`config.mk`:
```
export PLATFORM = sky130hd
export DESIGN_NAME = sfifo_flags
export DESIGN_NICKNAME = d
export VERILOG_FILES = /design/src/rtl/sfifo_pkg.sv /design/src/rtl/sfifo_regmem.sv /design/src/rtl/sfifo_flags.sv
export SDC_FILE = /design/constraint.sdc
export NUM_CORES = 1
export LEC_CHECK = 0
export CAP_MARGIN = 10
export CORE_MARGIN = 2
export CORE_UTILIZATION = 60
export CTS_CLUSTER_DIAMETER = 50
export DETAILED_ROUTE_END_ITERATION = 7
export PLACE_DENSITY = 0.8
export SYNTH_ARGS = -nofsm -noshare
export SYNTH_HDL_FRONTEND = slang
export SYNTH_HIERARCHICAL = 1
export SYNTH_SLANG_ARGS = --single-unit
```
`constraint.sdc`:
```
create_clock -name clk -period 6.1 [get_ports clk]
set_clock_uncertainty 0.05 [all_clocks]
set_input_delay 0.915 -clock clk [delete_from_list [all_inputs] [get_ports clk]]
set_output_delay 0.915 -clock clk [all_outputs]
set_load 0.01 [all_outputs]
```
`src/rtl/sfifo_pkg.sv`:
```
// Shared constants and helpers for the sfifo_flags FIFO family.
package sfifo_pkg;

    localparam int FWFT_OFF = 0;
    localparam int FWFT_ON  = 1;

    localparam logic RST_WFULL        = 1'b0;
    localparam logic RST_REMPTY       = 1'b1;
    localparam logic RST_ALMOST_FULL  = 1'b0;
    localparam logic RST_ALMOST_EMPTY = 1'b1;
    localparam logic RST_OVERFLOW     = 1'b0;
    localparam logic RST_UNDERFLOW    = 1'b0;

    // Occupancy must represent 0..DEPTH inclusive.
    function automatic int count_width(input int depth);
        return $clog2(depth + 1);
    endfunction

endpackage

```
`src/rtl/sfifo_regmem.sv`:
```
// Register-array storage: synchronous write port, asynchronous read port.
module sfifo_regmem #(
    parameter int WIDTH = 8,
    parameter int DEPTH = 16,
    parameter int AW    = $clog2(DEPTH)
) (
    input  logic             clk,
    input  logic             we,
    input  logic [AW-1:0]    waddr,
    input  logic [WIDTH-1:0] wdata,
    input  logic [AW-1:0]    raddr,
    output logic [WIDTH-1:0] rdata
);

    logic [WIDTH-1:0] mem_q [DEPTH];

    // NOTE: storage has no reset; validity is defined solely by the pointers and count.
    always_ff @(posedge clk) begin
        if (we) begin
            mem_q[waddr] <= wdata;
        end
    end

    assign rdata = mem_q[raddr];

endmodule

```
`src/rtl/sfifo_flags.sv`:
```
// Single-clock FIFO with arbitrary depth, optional FWFT, occupancy count,
// programmable almost flags and overflow/underflow pulses.
module sfifo_flags
    import sfifo_pkg::*;
#(
    parameter int WIDTH    = 8,
    parameter int DEPTH    = 16,
    parameter int AF_LEVEL = DEPTH - 1,
    parameter int AE_LEVEL = 1,
    parameter int FWFT     = FWFT_OFF,
    localparam int CW      = count_width(DEPTH)
) (
    input  logic             clk,
    input  logic             rst,
    input  logic             winc,
    input  logic [WIDTH-1:0] wdata,
    input  logic             rinc,
    output logic [WIDTH-1:0] rdata,
    output logic             wfull,
    output logic             rempty,
    output logic             almost_full,
    output logic             almost_empty,
    output logic [CW-1:0]    count,
    output logic             overflow,
    output logic             underflow
);

    localparam int            AW      = $clog2(DEPTH);
    localparam logic [AW-1:0] LAST    = AW'(DEPTH - 1);
    localparam logic [CW-1:0] DEPTH_C = CW'(DEPTH);
    localparam logic [CW-1:0] AF_C    = CW'(AF_LEVEL);
    localparam logic [CW-1:0] AE_C    = CW'(AE_LEVEL);

    logic [AW-1:0]    wp_q, wp_d, rp_q, rp_d;
    logic [CW-1:0]    count_q, count_d;
    logic             overflow_q, overflow_d;
    logic             underflow_q, underflow_d;
    logic             wen, ren;
    logic [WIDTH-1:0] mem_rdata;

    // NOTE: every always_comb output gets a default first, so no latch is inferred.
    always_comb begin
        wen         = winc & ~wfull;
        ren         = rinc & ~rempty;
        wp_d        = wp_q;
        rp_d        = rp_q;
        count_d     = count_q;
        overflow_d  = winc & wfull;
        underflow_d = rinc & rempty;
        if (wen) wp_d = (wp_q == LAST) ? '0 : wp_q + AW'(1);
        if (ren) rp_d = (rp_q == LAST) ? '0 : rp_q + AW'(1);
        case ({wen, ren})
            2'b10:   count_d = count_q + CW'(1);
            2'b01:   count_d = count_q - CW'(1);
            default: count_d = count_q;
        endcase
    end

    // NOTE: sequential state is updated with non-blocking assignments only.
    always_ff @(posedge clk or posedge rst) begin
        if (rst) begin
            wp_q        <= '0;
            rp_q        <= '0;
            count_q     <= '0;
            overflow_q  <= RST_OVERFLOW;
            underflow_q <= RST_UNDERFLOW;
        end else begin
            wp_q        <= wp_d;
            rp_q        <= rp_d;
            count_q     <= count_d;
            overflow_q  <= overflow_d;
            underflow_q <= underflow_d;
        end
    end

    sfifo_regmem #(
        .WIDTH (WIDTH),
        .DEPTH (DEPTH),
        .AW    (AW)
    ) u_mem (
        .clk   (clk),
        .we    (wen),
        .waddr (wp_q),
        .wdata (wdata),
        .raddr (rp_q),
        .rdata (mem_rdata)
    );

    // Flags decode straight from the count register; no extra pipeline stage.
    assign count        = count_q;
    assign wfull        = (count_q == DEPTH_C);
    assign rempty       = (count_q == '0);
    assign almost_full  = (count_q >= AF_C);
    assign almost_empty = (count_q <= AE_C);
    assign overflow     = overflow_q;
    assign underflow    = underflow_q;

    generate
        if (FWFT == FWFT_OFF) begin : g_std
            logic [WIDTH-1:0] rdata_q, rdata_d;

            always_comb begin
                rdata_d = ren ? mem_rdata : rdata_q;
            end

            always_ff @(posedge clk or posedge rst) begin
                if (rst) rdata_q <= '0;
                else     rdata_q <= rdata_d;
            end

            assign rdata = rdata_q;
        end else begin : g_fwft
            assign rdata = mem_rdata;
        end
    endgenerate

endmodule

```
Word-level counts from Yosys, hierarchy flattened

Memories as Yosys holds them, arrays and structs flattened. A register that Yosys moved wholly into a read port is not among the register bits.
Cells that the tools add are included.

Bits in registers: 15
Bits in writable memories: 128
Input bits: 12
Output and inout bits: 19
Word-level logic and storage cells: 30
Memories kept: 1

Add/subtract/negate cells: 4
$lt $le $gt $ge: 2
Eq/ne operators: 5
Multiplexer cells: 5
Bitwise logic cells: 6
Reduce and logical (&&, ||, !) cells: 2

Memory list:

| memory      | words | width | rd ports | clocked after memory_dff | wr ports | RTL line           | source |
|---|---|---|---|---|---|---|---|
| u_mem.mem_q | 16    | 8     | 1        | 1                        | 1        | sfifo_regmem.sv:15 | `logic [WIDTH-1:0] mem_q [DEPTH];` |

Operator list:

| operator            | count |
|---|---|
| $pmux 5 s2          | 1 |
| $add 4x1->4 const B | 2 |
| $eq 4x4->1 const B  | 2 |
| $mux 4              | 2 |
| $add 5x1->5 const B | 1 |
| $eq 5x5->1 const B  | 1 |
| $ge 5x4->1 const B  | 1 |
| $le 5x1->1 const B  | 1 |
| $logic_not 5->1     | 1 |
| $sub 5x1->5 const B | 1 |
| $and 1x1->1         | 4 |
| $eq 2x1->1 const B  | 1 |
| $eq 2x2->1 const B  | 1 |
| $mux 1              | 2 |
| $not 1->1           | 2 |
| $reduce_bool 2->1   | 1 |

Logic depth before layout (Yosys ltp)

Depth in word-level cells: 5
Depth in mapped cells: 11
Depth with buffers taken out: 9

Hierarchy

The synthesis kept the hierarchy.

Modules (own cells, without submodules):

| module       | instances | cells an instance | area each (µm²) | sequential area each (µm²) |
|---|---|---|---|---|
| sfifo_regmem | 1         | 221               | 4987.3          | 3843.7 |
| sfifo_flags  | 1         | 101               | 1227.4          | 575.6 |

Least setup slack after synthesis

No wires, ideal clock.

Path kind: register to register
Start point: reg count_q[0] (netlist: count[0])
End point: mem u_mem.mem_q[0][0], enable pin
Library setup time: 383 ps
Arrival: 2434 ps
Data required time: 5667 ps
Slack: 3232 ps
Cell stages (with the launch flop): 8
Path buffers: 0
Period minus slack after synthesis: 2868 ps
Path through: dfrtp_1 > inv_1 > ha_1 > and4bb_4 > nand2b_1 > inv_1 > or3b_2 > nor3_1

Cells in the longest elaborated chain, start to end: 5

RTL lines:

| item                         | RTL line           | source |
|---|---|---|
| from (decl)                  | sfifo_flags.sv:35  | `logic [CW-1:0] count_q, count_d;` |
| from (signal assigned)       | sfifo_flags.sv:70  | `count_q <= count_d;` |
| $eq 5x5->1                   | sfifo_flags.sv:91  | `assign wfull = (count_q == DEPTH_C);` |
| net wfull                    | sfifo_flags.sv:19  | `output logic wfull,` |
| $not 1->1                    | sfifo_flags.sv:43  | `wen = winc & ~wfull;` |
| $and 1x1->1                  | sfifo_flags.sv:43  |  |
| net wen                      | sfifo_flags.sv:38  | `logic wen, ren;` |
| $mux 1                       | sfifo_regmem.sv:19 | `if (we) begin` |
| $mux 1 (implied by the code) | sfifo_regmem.sv:20 | `mem_q[waddr] <= wdata;` |
| to (decl)                    | sfifo_regmem.sv:15 |  |

The timed path passes the listed nets, and every way through them passes these cells.

Final worst setup path

Start point: reg count_q[0] (netlist: count[0])
End point: out rempty

Cells in the longest elaborated chain, start to end: 1

RTL lines:

| item            | RTL line          | source |
|---|---|---|
| $logic_not 5->1 | sfifo_flags.sv:92 | `assign rempty = (count_q == '0);` |
| to (decl)       | sfifo_flags.sv:20 | `output logic rempty,` |

No other way between the ends.

==> flow_metrics.tcl <==
set metrics [dict create \
    synthAdderAreaFrac_pct 1.61 \
    netlist_area_mm2 0.00621 \
    drt_wl_total_mm 12.1 \
    cts_sinks 151 \
    gr-total-overflow 0 \
    syn_avg_cell_area_um2 19.3 \
    fp.dieW_um 106 \
    area_delta_synth_final_pct 15.3 \
    yosys_warnings 6 \
    setup_ws_ps 2660 \
    grt_usage_pct 23.3 \
    grt_pass1_wl_mm 18.3 \
    firstDrtPassIters 5 \
    clk_pin_slew_ps 60 \
    drc 0 \
    critPathLaunchType "flop" \
    critPathArrivalTime_ps 2480 \
    final_antenna_net_count 0 \
    hp-start "rdata[7]" \
    drive_above_1_share_pct 18.8 \
    place_congestion 0.801 \
    avgRoutedWirePerCell_um 23.7 \
    swShare_pct 29.9 \
    critPathMaxFanout 9 \
    p_per_area_mw_per_mm2 480 \
    period_minus_slack_ps 3440 \
    cts_setup_buffers 0 \
    r2r_start "count[0]" \
    cts_resized 0 \
    seqPwrFrac_pct 40.7 \
    hold_viol_final 0 \
    irDropWorstVdd_mv 0.345 \
    synth_compound_area_share_pct 3.24 \
    comb_power_share_pct 29.6 \
    antenna_cells 0 \
    core-area_mm2 0.0102 \
    cts_tree "built" \
    io_pins 31 \
    syn_nets 342 \
    placed_area_mm2 0.00658 \
    synthSimpleGateAreaFrac_pct 5.32 \
    synth_edf_count 128 \
    finalSetupTns_ps 0 \
    drt_iter0_drc 388 \
    multi_input_area_mm2 0.00164 \
    maxCapViolCount 0 \
    port_buffers 30 \
    nFillCells 637 \
    worstRegToRegCells 7 \
    fmax_ghz 0.290 \
    yosysUniqueCellTypes 43 \
    synthFlopType "edfxtp_1" \
    start_util_pct 61.0 \
    rsz0062_at_grt "false" \
    worst_pin_slew_ps 1180 \
    synthMuxAreaShare_pct 15.3 \
    net-switching-power_w 0.00103 \
    dp_hpwl_mm 7.21 \
    async_flop_share_pct 15.2 \
    rows 37 \
    cp_data_required_time_ps 5130 \
    seqCellArea_mm2 0.00442 \
    cts_inserted_buffers 17 \
    fin_crit_sh_pct 56.5 \
    synth_top_family_by_area "multiplexers" \
    slew_headroom_pct 20.4 \
    crit_chain "inv_1, ha_1, or4b_4, inv_1, clkdlybuf4s50_1" \
    p_leak_nw 2.51 \
    reg2reg_to "u_mem/mem_q[0][4]" \
    fin_util_pct 70.4 \
    max_stage_delay_ps 550 \
    ctsHtreeMaxLevel 4 \
    end_kind "output port" \
    clockBufferDepth 2 \
    drv_slew 0 \
    holdPathStages 1 \
    cts_hold_buf 0 \
    crit_type "reg -> out" \
    die_area_mm2 0.0112 \
    antenna_found_initial 0 \
    fp.dieH_um 106 \
    pre_cts_ws_ps 2510 \
    fin_area_mm2 0.00717 \
    synth_seq_area_share_pct 71.1 \
    setup_viol_count_final 0 \
    worstSkewPairLatency_ps 530 \
    first_global_vias 3157 \
    min_path_type "reg -> reg" \
    status "finished, final reports clean" \
    viasPerCell 6.19 \
    whs_endpoint "rdata[7]" \
    synth-seq-cells 151 \
    via_count 3153 \
    nets 381 \
    ff2ff_setup_slack_ps 2810 \
    cp_common_cell "inv_1" \
    synth_cells 322 \
    root_buffer "clkbuf_8" \
    grt_max_degree 38 \
    clkPwrFrac_pct 29.6 \
    synth_xor_area_share_pct 0.846 \
    crit_path_top_delay_cell "clkdlybuf4s50_1" \
    cellInternalPower_w 0.00241 \
]
-- cells in the mapped netlist, types with 2 or more instances --
cell / number / area share (%)
nor2_1: 18 / 1.1
and2_1: 3 / 0.30
nand3b_1: 2 / 0.24
a22oi_1: 16 / 1.9
nor3_1: 6 / 0.48
edfxtp_1: 128 / 62
or3b_2: 2 / 0.28
ha_1: 8 / 1.6
nand4b_1: 2 / 0.28
nand2_1: 12 / 0.72
mux4_1: 14 / 5.9
buf_2: 3 / 0.24
dfrtp_1: 23 / 9.3
inv_1: 9 / 0.54
buf_6: 4 / 0.72
mux2_4: 9 / 2.2
nand4_1: 2 / 0.20
clkdlybuf4s25_2: 3 / 0.48
mux2_2: 3 / 0.54
xor2_1: 2 / 0.28
a21oi_1: 4 / 0.32
mux4_2: 18 / 6.5
xnor2_1: 4 / 0.56
nand2b_1: 3 / 0.30
a31oi_1: 3 / 0.30
nand3_1: 3 / 0.24
clkbuf_1: 2 / 0.12
-- logic make-up after synthesis --
kind of cell	Yosys count
XOR/XNOR	6
AND/OR/NAND/NOR	60
AO/OA/AOI/OAI	29
adder cells (fa/ha/maj)	8
multiplexers	45
flip-flops	151
buffers and inverters	23
-- how the worst max path moves through the flow --
| stage | startpoint | end |
|---|---|---|
| CTS | count[0] | rempty |
| global route | count[0] | rempty |
| global placement | winc | u_mem/mem_q[0][2] |
| detailed placement | winc | u_mem/mem_q[0][7] |
| floorplan | count[0] | u_mem/mem_q[0][0] |
| finish | count[0] | rempty |
-- stage by stage --
step	power [W]	hold slack, ps	instances
6_report	0.00344	453	509
5_1_grt	0.00360	477	509
4_1_cts	0.00347	462	508
3_5_place_dp	0.00243	448	477
3_3_place_gp	0.00240	445	477
2_1_floorplan	0.00213	468	322
-- power groups by stage --
stage | Combinational, W | Clock (W) | Sequential [W]
after floorplan | 0.000721 | 0 | 0.00141
after global placement | 0.000989 | 0 | 0.00141
after detailed placement | 0.00101 | 0 | 0.00142
after CTS | 0.00103 | 0.00104 | 0.00140
after global routing | 0.00110 | 0.00108 | 0.00142
final | 0.00102 | 0.00102 | 0.00140
-- critical path, delay by kind of cell (launching register included) --
| kind | cells | cell delay, ps |
|---|---|---|
| fa+ha+maj | 1 | 170 |
| buf+inv | 3 | 810 |
| flops | 1 | 480 |
| simple gates | 1 | 510 |
-- sequential cells by signal, summed over array words and instances (netlist names) --
name         count
count            5
overflow         1
rdata            8
rp_q             4
u_mem/mem_q    128
underflow        1
wp_q             4
-- metal layers --
layer	wire length (um)	GRT usage [%]
met1	4960	32.0
met2	5980	35.5
met3	762	5.32
met4	378	12.0
met5	0	0
-- layout make-up --
cell class	count	share of cell area [%]
Tap cell	136	2.37
Clock inverter	12	2.16
Multi-Input combinational cell	148	22.8
Inverter	9	0.471
Timing Repair Buffer	34	4.61
Sequential cell	151	61.7
Clock buffer	19	5.88
-- placed cells by master (no fill, tap or decap), types with 2 or more instances in the layout --
cell type	instances
xnor2_1	4
bufinv_16	3
inv_1	9
buf_4	3
nor3_1	6
ha_1	8
and2_1	3
a22oi_1	16
clkinv_2	2
edfxtp_1	128
mux2_4	9
mux2_2	3
clkbuf_1	2
clkinvlp_4	5
clkbuf_16	16
clkdlybuf4s50_1	30
nor2_1	18
mux4_1	14
mux4_2	18
clkinv_4	2
nand4_1	2
dfrtp_1	22
nand4b_1	2
nand3b_1	2
nand2_1	12
nand2b_1	3
or3b_2	2
a31oi_1	3
nand3_1	3
xor2_1	2
a21oi_1	4
(Power assumes the default switching activity.)
